==> src/rtl/alu_pkg.sv <==
// Shared opcode map, opcode-class ranges and sequencer state encoding for the
// ALU sequencer. Optional retire counter is enabled with ALU_SEQ_PERF_EN.
package alu_pkg;

  localparam logic [6:0] OP_ADD  = 7'd0;
  localparam logic [6:0] OP_SUB  = 7'd1;
  localparam logic [6:0] OP_AND  = 7'd2;
  localparam logic [6:0] OP_OR   = 7'd3;
  localparam logic [6:0] OP_XOR  = 7'd4;
  localparam logic [6:0] OP_SLL  = 7'd5;
  localparam logic [6:0] OP_SRL  = 7'd6;
  localparam logic [6:0] OP_SRA  = 7'd7;
  localparam logic [6:0] OP_CEQ  = 7'd8;
  localparam logic [6:0] OP_CNE  = 7'd9;
  localparam logic [6:0] OP_CLT  = 7'd10;
  localparam logic [6:0] OP_CGE  = 7'd11;
  localparam logic [6:0] OP_CLTU = 7'd12;
  localparam logic [6:0] OP_CGEU = 7'd13;
  localparam logic [6:0] OP_BR   = 7'd14;
  localparam logic [6:0] OP_BRC  = 7'd15;
  localparam logic [6:0] OP_IDLE = 7'h7F;

  // Inclusive opcode-class bounds; anything above BR_HI is illegal.
  localparam int unsigned WB_LO   = 0;
  localparam int unsigned WB_HI   = 7;
  localparam int unsigned FLAG_LO = 8;
  localparam int unsigned FLAG_HI = 13;
  localparam int unsigned BR_LO   = 14;
  localparam int unsigned BR_HI   = 15;

  typedef enum logic [1:0] {
    ST_IDLE   = 2'd0,
    ST_ISSUE  = 2'd1,
    ST_WAIT   = 2'd2,
    ST_RETIRE = 2'd3
  } seq_state_t;

endpackage

==> src/rtl/alu_op_class.sv <==
// Combinational opcode classifier: sorts an opcode into write-back, flag,
// branch or illegal classes using the ranges from alu_pkg.
module alu_op_class
  import alu_pkg::*;
#(
  parameter int OP_W = 7
) (
  input  logic [OP_W-1:0] op,
  output logic            is_wb,
  output logic            is_flag,
  output logic            is_branch,
  output logic            is_illegal
);

  logic [31:0] op_ext;

  assign op_ext     = 32'(op);
  assign is_wb      = (op_ext <= WB_HI);
  assign is_flag    = (op_ext >= FLAG_LO) && (op_ext <= FLAG_HI);
  assign is_branch  = (op_ext >= BR_LO) && (op_ext <= BR_HI);
  assign is_illegal = (op_ext > BR_HI);

endmodule

==> src/rtl/alu_sequencer.sv <==
// Four-state issue/wait/retire sequencer in front of a registered ALU.
// Define ALU_SEQ_PERF_EN to add the perf_retired legal-op retire counter.
module alu_sequencer
  import alu_pkg::*;
#(
  parameter int OP_W = 7,
  parameter int RD_W = 3
) (
  input  logic            clock,
  input  logic            reset,
  input  logic            in_valid,
  output logic            in_ready,
  input  logic [OP_W-1:0] in_op,
  input  logic [RD_W-1:0] in_rd,
  output logic [OP_W-1:0] alu_instr,
  input  logic [31:0]     alu_result,
  input  logic            alu_flag,
  input  logic            alu_addrch,
  input  logic [31:0]     alu_naddr,
  output logic            wb_en,
  output logic [RD_W-1:0] wb_rd,
  output logic [31:0]     wb_data,
  output logic            flag_q,
  output logic            br_valid,
  output logic [31:0]     br_addr,
  output logic            err,
  output logic            busy
`ifdef ALU_SEQ_PERF_EN
  ,
  output logic [31:0]     perf_retired
`endif
);

  seq_state_t      state;
  seq_state_t      state_next;
  logic [OP_W-1:0] op_q;
  logic [RD_W-1:0] rd_q;
  logic [OP_W-1:0] cls_op;
  logic            accept;
  logic            is_wb;
  logic            is_flag;
  logic            is_branch;
  logic            is_illegal;

  // In IDLE the incoming op is classified so illegal ops can skip straight to RETIRE.
  assign cls_op = (state == ST_IDLE) ? in_op : op_q;
  assign accept = in_valid && in_ready;

  alu_op_class #(
    .OP_W(OP_W)
  ) u_op_class (
    .op        (cls_op),
    .is_wb     (is_wb),
    .is_flag   (is_flag),
    .is_branch (is_branch),
    .is_illegal(is_illegal)
  );

  always_ff @(posedge clock) begin
    if (reset) begin
      state <= ST_IDLE;
    end else begin
      state <= state_next;
    end
  end

  always_comb begin
    state_next = state;
    in_ready   = 1'b0;
    busy       = 1'b1;
    alu_instr  = {OP_W{1'b1}};
    case (state)
      ST_IDLE: begin
        in_ready = !reset;
        busy     = 1'b0;
        if (in_valid && !reset) begin
          state_next = is_illegal ? ST_RETIRE : ST_ISSUE;
        end
      end
      ST_ISSUE: begin
        alu_instr  = op_q;
        state_next = ST_WAIT;
      end
      ST_WAIT:   state_next = ST_RETIRE;
      ST_RETIRE: state_next = ST_IDLE;
      default:   state_next = ST_IDLE;
    endcase
  end

  // Retire strobes are registered on the WAIT->RETIRE edge (ALU outputs are
  // already stable in WAIT), so they are visible exactly during RETIRE.
  always_ff @(posedge clock) begin
    if (reset) begin
      op_q     <= '0;
      rd_q     <= '0;
      flag_q   <= 1'b0;
      wb_en    <= 1'b0;
      wb_rd    <= '0;
      wb_data  <= '0;
      br_valid <= 1'b0;
      br_addr  <= '0;
      err      <= 1'b0;
    end else begin
      wb_en    <= 1'b0;
      br_valid <= 1'b0;
      err      <= 1'b0;
      if (accept) begin
        op_q <= in_op;
        rd_q <= in_rd;
        err  <= is_illegal;
      end
      if (state == ST_WAIT) begin
        if (is_wb) begin
          wb_en   <= 1'b1;
          wb_rd   <= rd_q;
          wb_data <= alu_result;
        end
        if (is_branch && alu_addrch) begin
          br_valid <= 1'b1;
          br_addr  <= alu_naddr;
        end
      end
      if ((state == ST_RETIRE) && is_flag) begin
        flag_q <= alu_flag;
      end
    end
  end

`ifdef ALU_SEQ_PERF_EN
  always_ff @(posedge clock) begin
    if (reset) begin
      perf_retired <= '0;
    end else if ((state == ST_RETIRE) && !is_illegal) begin
      perf_retired <= perf_retired + 32'd1;
    end
  end
`endif

endmodule
==> config.mk <==
export PLATFORM = sky130hd
export DESIGN_NAME = alu_sequencer
export DESIGN_NICKNAME = d
export VERILOG_FILES = /design/src/rtl/alu_pkg.sv /design/src/rtl/alu_op_class.sv /design/src/rtl/alu_sequencer.sv
export SDC_FILE = /design/constraint.sdc
export NUM_CORES = 1
export LEC_CHECK = 0
export ABC_CLOCK_PERIOD_IN_PS = 2400
export CAP_MARGIN = 15
export CORE_MARGIN = 10
export CORE_UTILIZATION = 42
export CTS_CLUSTER_DIAMETER = 150
export DETAILED_ROUTE_END_ITERATION = 10
export PLACE_DENSITY = 0.88
export SYNTH_ARGS = -nofsm -noshare
export SYNTH_HDL_FRONTEND = slang
export SYNTH_SLANG_ARGS = --single-unit
==> constraint.sdc <==
create_clock -name clock -period 2.4 [get_ports clock]
set_input_delay 0.24 -clock clock [delete_from_list [all_inputs] [get_ports clock]]
set_output_delay 0.24 -clock clock [all_outputs]
set_load 0.005 [all_outputs]
# ---- Yosys cells after proc, flatten, opt, wreduce, memory -nomap -nowiden
# Cells that the tools add are included.
dict set report classes {
  n_lt_le_gt_ge 6
  eq_ne 4
  n_mux 9
  bitwise 2
  n_reduce_logical 12
}
# op count
set ops {}
lappend ops {{>= comparator 7 x 4 -> 1 bit (second input constant)} 2}
lappend ops {{<= comparator 7 x 4 -> 1 bit (second input constant)} 2}
lappend ops {{2-to-1 mux 7 bit} 2}
lappend ops {{case mux 2 bit (4 select lines)} 1}
lappend ops {{greater-than comparator 7 x 4 -> 1 bit (second input constant)} 1}
lappend ops {{<= comparator 7 x 3 -> 1 bit (second input constant)} 1}
lappend ops {{logical AND 1 bit} 6}
lappend ops {{== test 2 bit (second input constant)} 2}
lappend ops {{2-to-1 mux 1 bit} 4}
lappend ops {{2-to-1 mux 2 bit} 2}
lappend ops {{AND reduction 2 bit} 2}
lappend ops {{OR reduction 2 bit} 2}
lappend ops {{== test 2 x 1 -> 1 bit (second input constant)} 1}
lappend ops {{zero test 2 bit} 1}
lappend ops {{!= test 2 x 1 -> 1 bit (second input constant)} 1}
lappend ops {{inverter 1 bit} 2}
lappend ops {{zero test 1 bit} 1}
dict set report totals {
  reg_bits 83
  out_inout_bits 80
  elab_cells 43
}

# ---- Logic depth before layout (Yosys ltp)
# Gate-level depths: netlist of the first run.
dict set report logic_depth {
  ltp_word 6
  mapped_depth 9
}

# ---- Cells and area by module
# From an unflattened synthesis of the first run, not the netlist that was laid out.
dict set report unflattened {
  hier_cells 393
  hier_area_um2 3857.4
}
# mod n_inst cells_each area_each_um2 seq_area_each_um2
set by_module_without_submodules {}
lappend by_module_without_submodules {alu_sequencer 1 387 3817.4 1661.6}
lappend by_module_without_submodules {alu_op_class 1 6 40.0 0.0}

# ---- Worst setup path after synthesis of the first run
# No wires, ideal clock.
dict set report synth_path {
  path_type {register to register}
  startpoint {reg state[0]}
  endpoint {reg br_addr[10]}
  setup_ps 72
  arrival_ps 1777
  t_required_ps 2328
  path_slack_ps 552
  stages_incl_launch_ff 10
  n_path_buf 3
  cell_sequence {dfxtp_1 > inv_1 > ha_1 > buf_6 > and3b_1 > a31oi_2 > nor4b_4 > buf_6 > buf_12 > mux2i_1}
}
dict set report synth_via {
  elab_chain_cells 6
}
# item line_no
set synth_lines {}
lappend synth_lines {{start: declaration} alu_sequencer.sv:34} ;# seq_state_t state;
lappend synth_lines {{start signal: assignment} alu_sequencer.sv:63} ;# state <= state_next;
lappend synth_lines {{zero test 2 bit} alu_sequencer.sv:46} ;# assign cls_op = (state == ST_IDLE) ? in_op : op_q;
lappend synth_lines {{2-to-1 mux 7 bit} alu_sequencer.sv:46}
lappend synth_lines {{>= comparator 7 x 4 -> 1 bit or <= comparator 7 x 4 -> 1 bit (tied branches)} alu_op_class.sv:20} ;# assign is_branch = (op_ext >= BR_LO) && (op_ext <= BR_HI);
lappend synth_lines {{logical AND 1 bit} alu_op_class.sv:20}
lappend synth_lines {{logical AND 1 bit} alu_sequencer.sv:118} ;# if (is_branch && alu_addrch) begin
lappend synth_lines {{AND reduction 2 bit (no source line) *} --}
lappend synth_lines {{end signal: assignment} alu_sequencer.sv:120} ;# br_addr <= alu_naddr;
lappend synth_lines {{end: declaration} alu_sequencer.sv:25} ;# output logic [31:0] br_addr,
# Mark *: on every way between the ends. The rest lies on a longest branch, timed or not.
# A chain may end at the register's enable or synchronous reset.

# ---- Worst setup path in the final report of the first run
dict set report layout_path {
  startpoint {reg state[0]}
  endpoint {out in_ready}
}
dict set report layout_via {
  elab_chain_cells 2
}
# item line_no
set layout_lines {}
lappend layout_lines {{zero test 2 bit} alu_sequencer.sv:72} ;# case (state)
lappend layout_lines {{2-to-1 mux 1 bit} alu_sequencer.sv:72}
lappend layout_lines {{end: declaration} alu_sequencer.sv:12} ;# output logic in_ready,
# Every way passes these cells.

==> qor.csv, run 1 <==
stage,metric,value,unit
run,drv_cap,0,
yosys,postSynthAreaPerCell,9.183,µm²
clock_network,cts_made_buffers,9,
sta,slew_headroom,0.6703,
routing,wl,9.988,mm
clock_network,htree_levels,3,
clock_network,post-cts-setup-buffers,0,
routing,drt_iter0_markers,82,
die,ios,159,
sta,max_freq,463.2,MHz
global_routing,grt_start_max_net_pins,99,
routing,drc_errors,0,
routing,ant_nets,0,
clock_network,cts_tree,yes,
sta,min_period_over_period,0.8996,
routing,drtPass1Iterations,4,
layout,nets,615,
yosys,yosysSeqAreaShare,0.4724,
status,outcome,"complete, no violations",
clock_network,clk_pin_slew,0.08,ns
die,initial_core_util,0.4302,
yosys,synth.yosys.warnings,0,
layout,drive_gt1_frac,0.04851,
yosys,synthCells,383,
clock_network,cts-root-buf,clkbuf_8,
sta,setup_viol,0,
min_path,hold_path_class,in -> reg,
setup_path,cp_max_fo,10,
power,cellLeakagePower,1.912,nW
power,vdd_drop_max,0.5654,mV
global_routing,antenna_found_initial,0,
clock_network,cts.sinks,83,
sta,report.final.slew_viol_count,0,
setup_path,cp-end-kind,primary output,
yosys,postSynth.asyncResetShare,0,
routing,wire_per_inst,15.58,µm
setup_path,cp.arrival,1.92,ns
sta,fin_crit,2.159,ns
placed_design,portBuffers,158,
layout,area_delta_synth_final,49.91,%
yosys,syn_area,0.003517,mm²
die,num_rows,33,
sta,worstMarginPinSlew,0.4808,ns
global_routing,grt-ovfl-total,0,
sta,rsz0062_at_grt,no,
clock_network,postCtsHoldBufs,0,
layout,antenna_cells,0,
sta,tns,0,ns
global_routing,track_usage,0.1534,
yosys,synth_seq_cells,83,
clock_network,postCtsResizedCells,0,
sta,holdWs,0.4436,ns
setup_path,start_kind,flip-flop,
placed_design,dp_hpwl,7.893,mm
global_routing,grt_pass1_vias,3120,
die,die_w,111.5,µm
routing,routed_via_density,4.739,
setup_path,path_class,reg -> out,
yosys,ys.flop_type,dfxtp_1,
sta,hold_viol_final,0,
placed_design,gp_congestion,0.8309,
routing,detailroute.via_count,3038,
global_routing,grt_pass1_wl,15.85,mm
power,p_per_area,673.2,mW/mm²
setup_path,r2r_slack,0.28,ns
sta,fin_skew,0.006155,ns
die,die_area,0.01243,mm²
die,core_region_area,0.008175,mm²
setup_path,cp_data_required_time,2.16,ns
die,die_h,111.5,µm
yosys,yosys.cell_types.count,28,
yosys,synth_edf_count,0,
yosys,syn_nets,467,
clock_network,insertion_delay,0.34,ns
clock_network,max-clock-path-buffers,2,
[final cells by class]
class	count	area [µm²]
clock buffer	12	145.1
clock inverter	4	50.05
fill	689	2903
inverter	5	20.02
multi-input combinational	268	1613
sequential	83	1662
tap	105	131.4
timing repair buffer	164	1652
[critical path: stages (launching register included)]
cell,delay [ns]
dfxtp_1,0.33
inv_1,0.12
ha_1,0.37
nor2b_1,0.23
clkdlybuf4s50_1,0.53
[layer usage]
| layer | up-vias | routed length (µm) | global-route usage |
|---|---|---|---|
| li1 | 1528 | - | - |
| met1 | 1390 | 4027 | 0.1621 |
| met2 | 109 | 4885 | 0.2626 |
| met3 | 11 | 934 | 0.07354 |
| met4 | 0 | 140 | 0.05141 |
| met5 | - | 0 | 0 |
[sequential cells by signal (all words and copies together) (netlist names)]
name      flops
op_q          7
state         2
wb_data      32
br_valid      1
flag_q        1
wb_rd         3
wb_en         1
err           1
br_addr      32
rd_q          3
[where the power goes]
| group | internal [W] | leakage, nW | switching (W) |
|---|---|---|---|
| sequential | 0.00148 | 0.671 | 0.0000595 |
| clock | 0.000509 | 0.0926 | 0.000468 |
| combinational | 0.000573 | 1.15 | 0.000462 |
| total | 0.00256 | 1.91 | 0.000990 |
[cell usage in the layout (no fill, tap or decap), drive strengths merged, types with 2 or more instances in the layout]
cell	instances
a21oi	4
and2	2
buf	6
clkbuf	12
clkdlybuf4s50	158
clkinv	2
clkinvlp	2
dfxtp	83
ha	5
inv	4
mux2i	69
nand2	153
nand2b	7
nand3	2
nor2	2
nor2b	3
nor3	2
o21ai	9
[Yosys cell counts, drive strengths merged (2+ instances only)]
master	instances	area share
and2	2	0.0036
nor2	2	0.0021
nand2	153	0.16
nor2b	3	0.0053
dfxtp	83	0.47
o21ai	9	0.013
clkbuf	15	0.016
mux2i	69	0.20
nor3	2	0.0028
nand2b	7	0.012
ha	5	0.018
inv	5	0.0053
buf	12	0.048
nand3	2	0.0028
a21oi	4	0.0057
[per-stage QoR]
step	instances	util	total power, W	setup slack (ns)	area [µm²]
6_report	641	0.6449	0.003549	0.2411	5273
5_1_grt	641	0.6449	0.003751	0.1159	5273
4_1_cts	641	0.6449	0.003595	0.2137	5273
3_5_place_dp	625	0.6211	0.002604	0.2896	5077
3_3_place_gp	625	0.6211	0.002571	0.4223	5077
2_1_floorplan	383	-	0.002151	0.5518	3517
[kinds of logic after synthesis]
| family | Yosys count | share of synthesized area |
|---|---|---|
| AO/OA/AOI/OAI | 18 | 0.03344 |
| multiplexers | 69 | 0.1964 |
| adder cells (fa/ha/maj) | 5 | 0.01779 |
| flip-flops | 83 | 0.4724 |
| buffers and inverters | 32 | 0.06937 |
| AND/OR/NAND/NOR | 176 | 0.2106 |
[path summary, 6_finish.rpt]
check | from | end | cells after the start
worst min register to register | op_q[0] | op_q[0] | 2
worst max-delay path | state[0] | in_ready | 4
worst min-delay path | alu_result[7] | wb_data[7] | 3
worst max register to register | state[0] | br_addr[18] | 7
No activity file was read; power rests on OpenSTA's default activity.
==> run 2: changes to the inputs <==
--- a/config.mk
+++ b/config.mk
@@ -12,6 +12,7 @@
 export CTS_CLUSTER_DIAMETER = 150
 export DETAILED_ROUTE_END_ITERATION = 10
 export PLACE_DENSITY = 0.88
+export SLEW_MARGIN = 20
 export SYNTH_ARGS = -nofsm -noshare
 export SYNTH_HDL_FRONTEND = slang
 export SYNTH_SLANG_ARGS = --single-unit
==> results of run 2 <==
The final DEF is identical to that of run 1; final timing and power are the same.
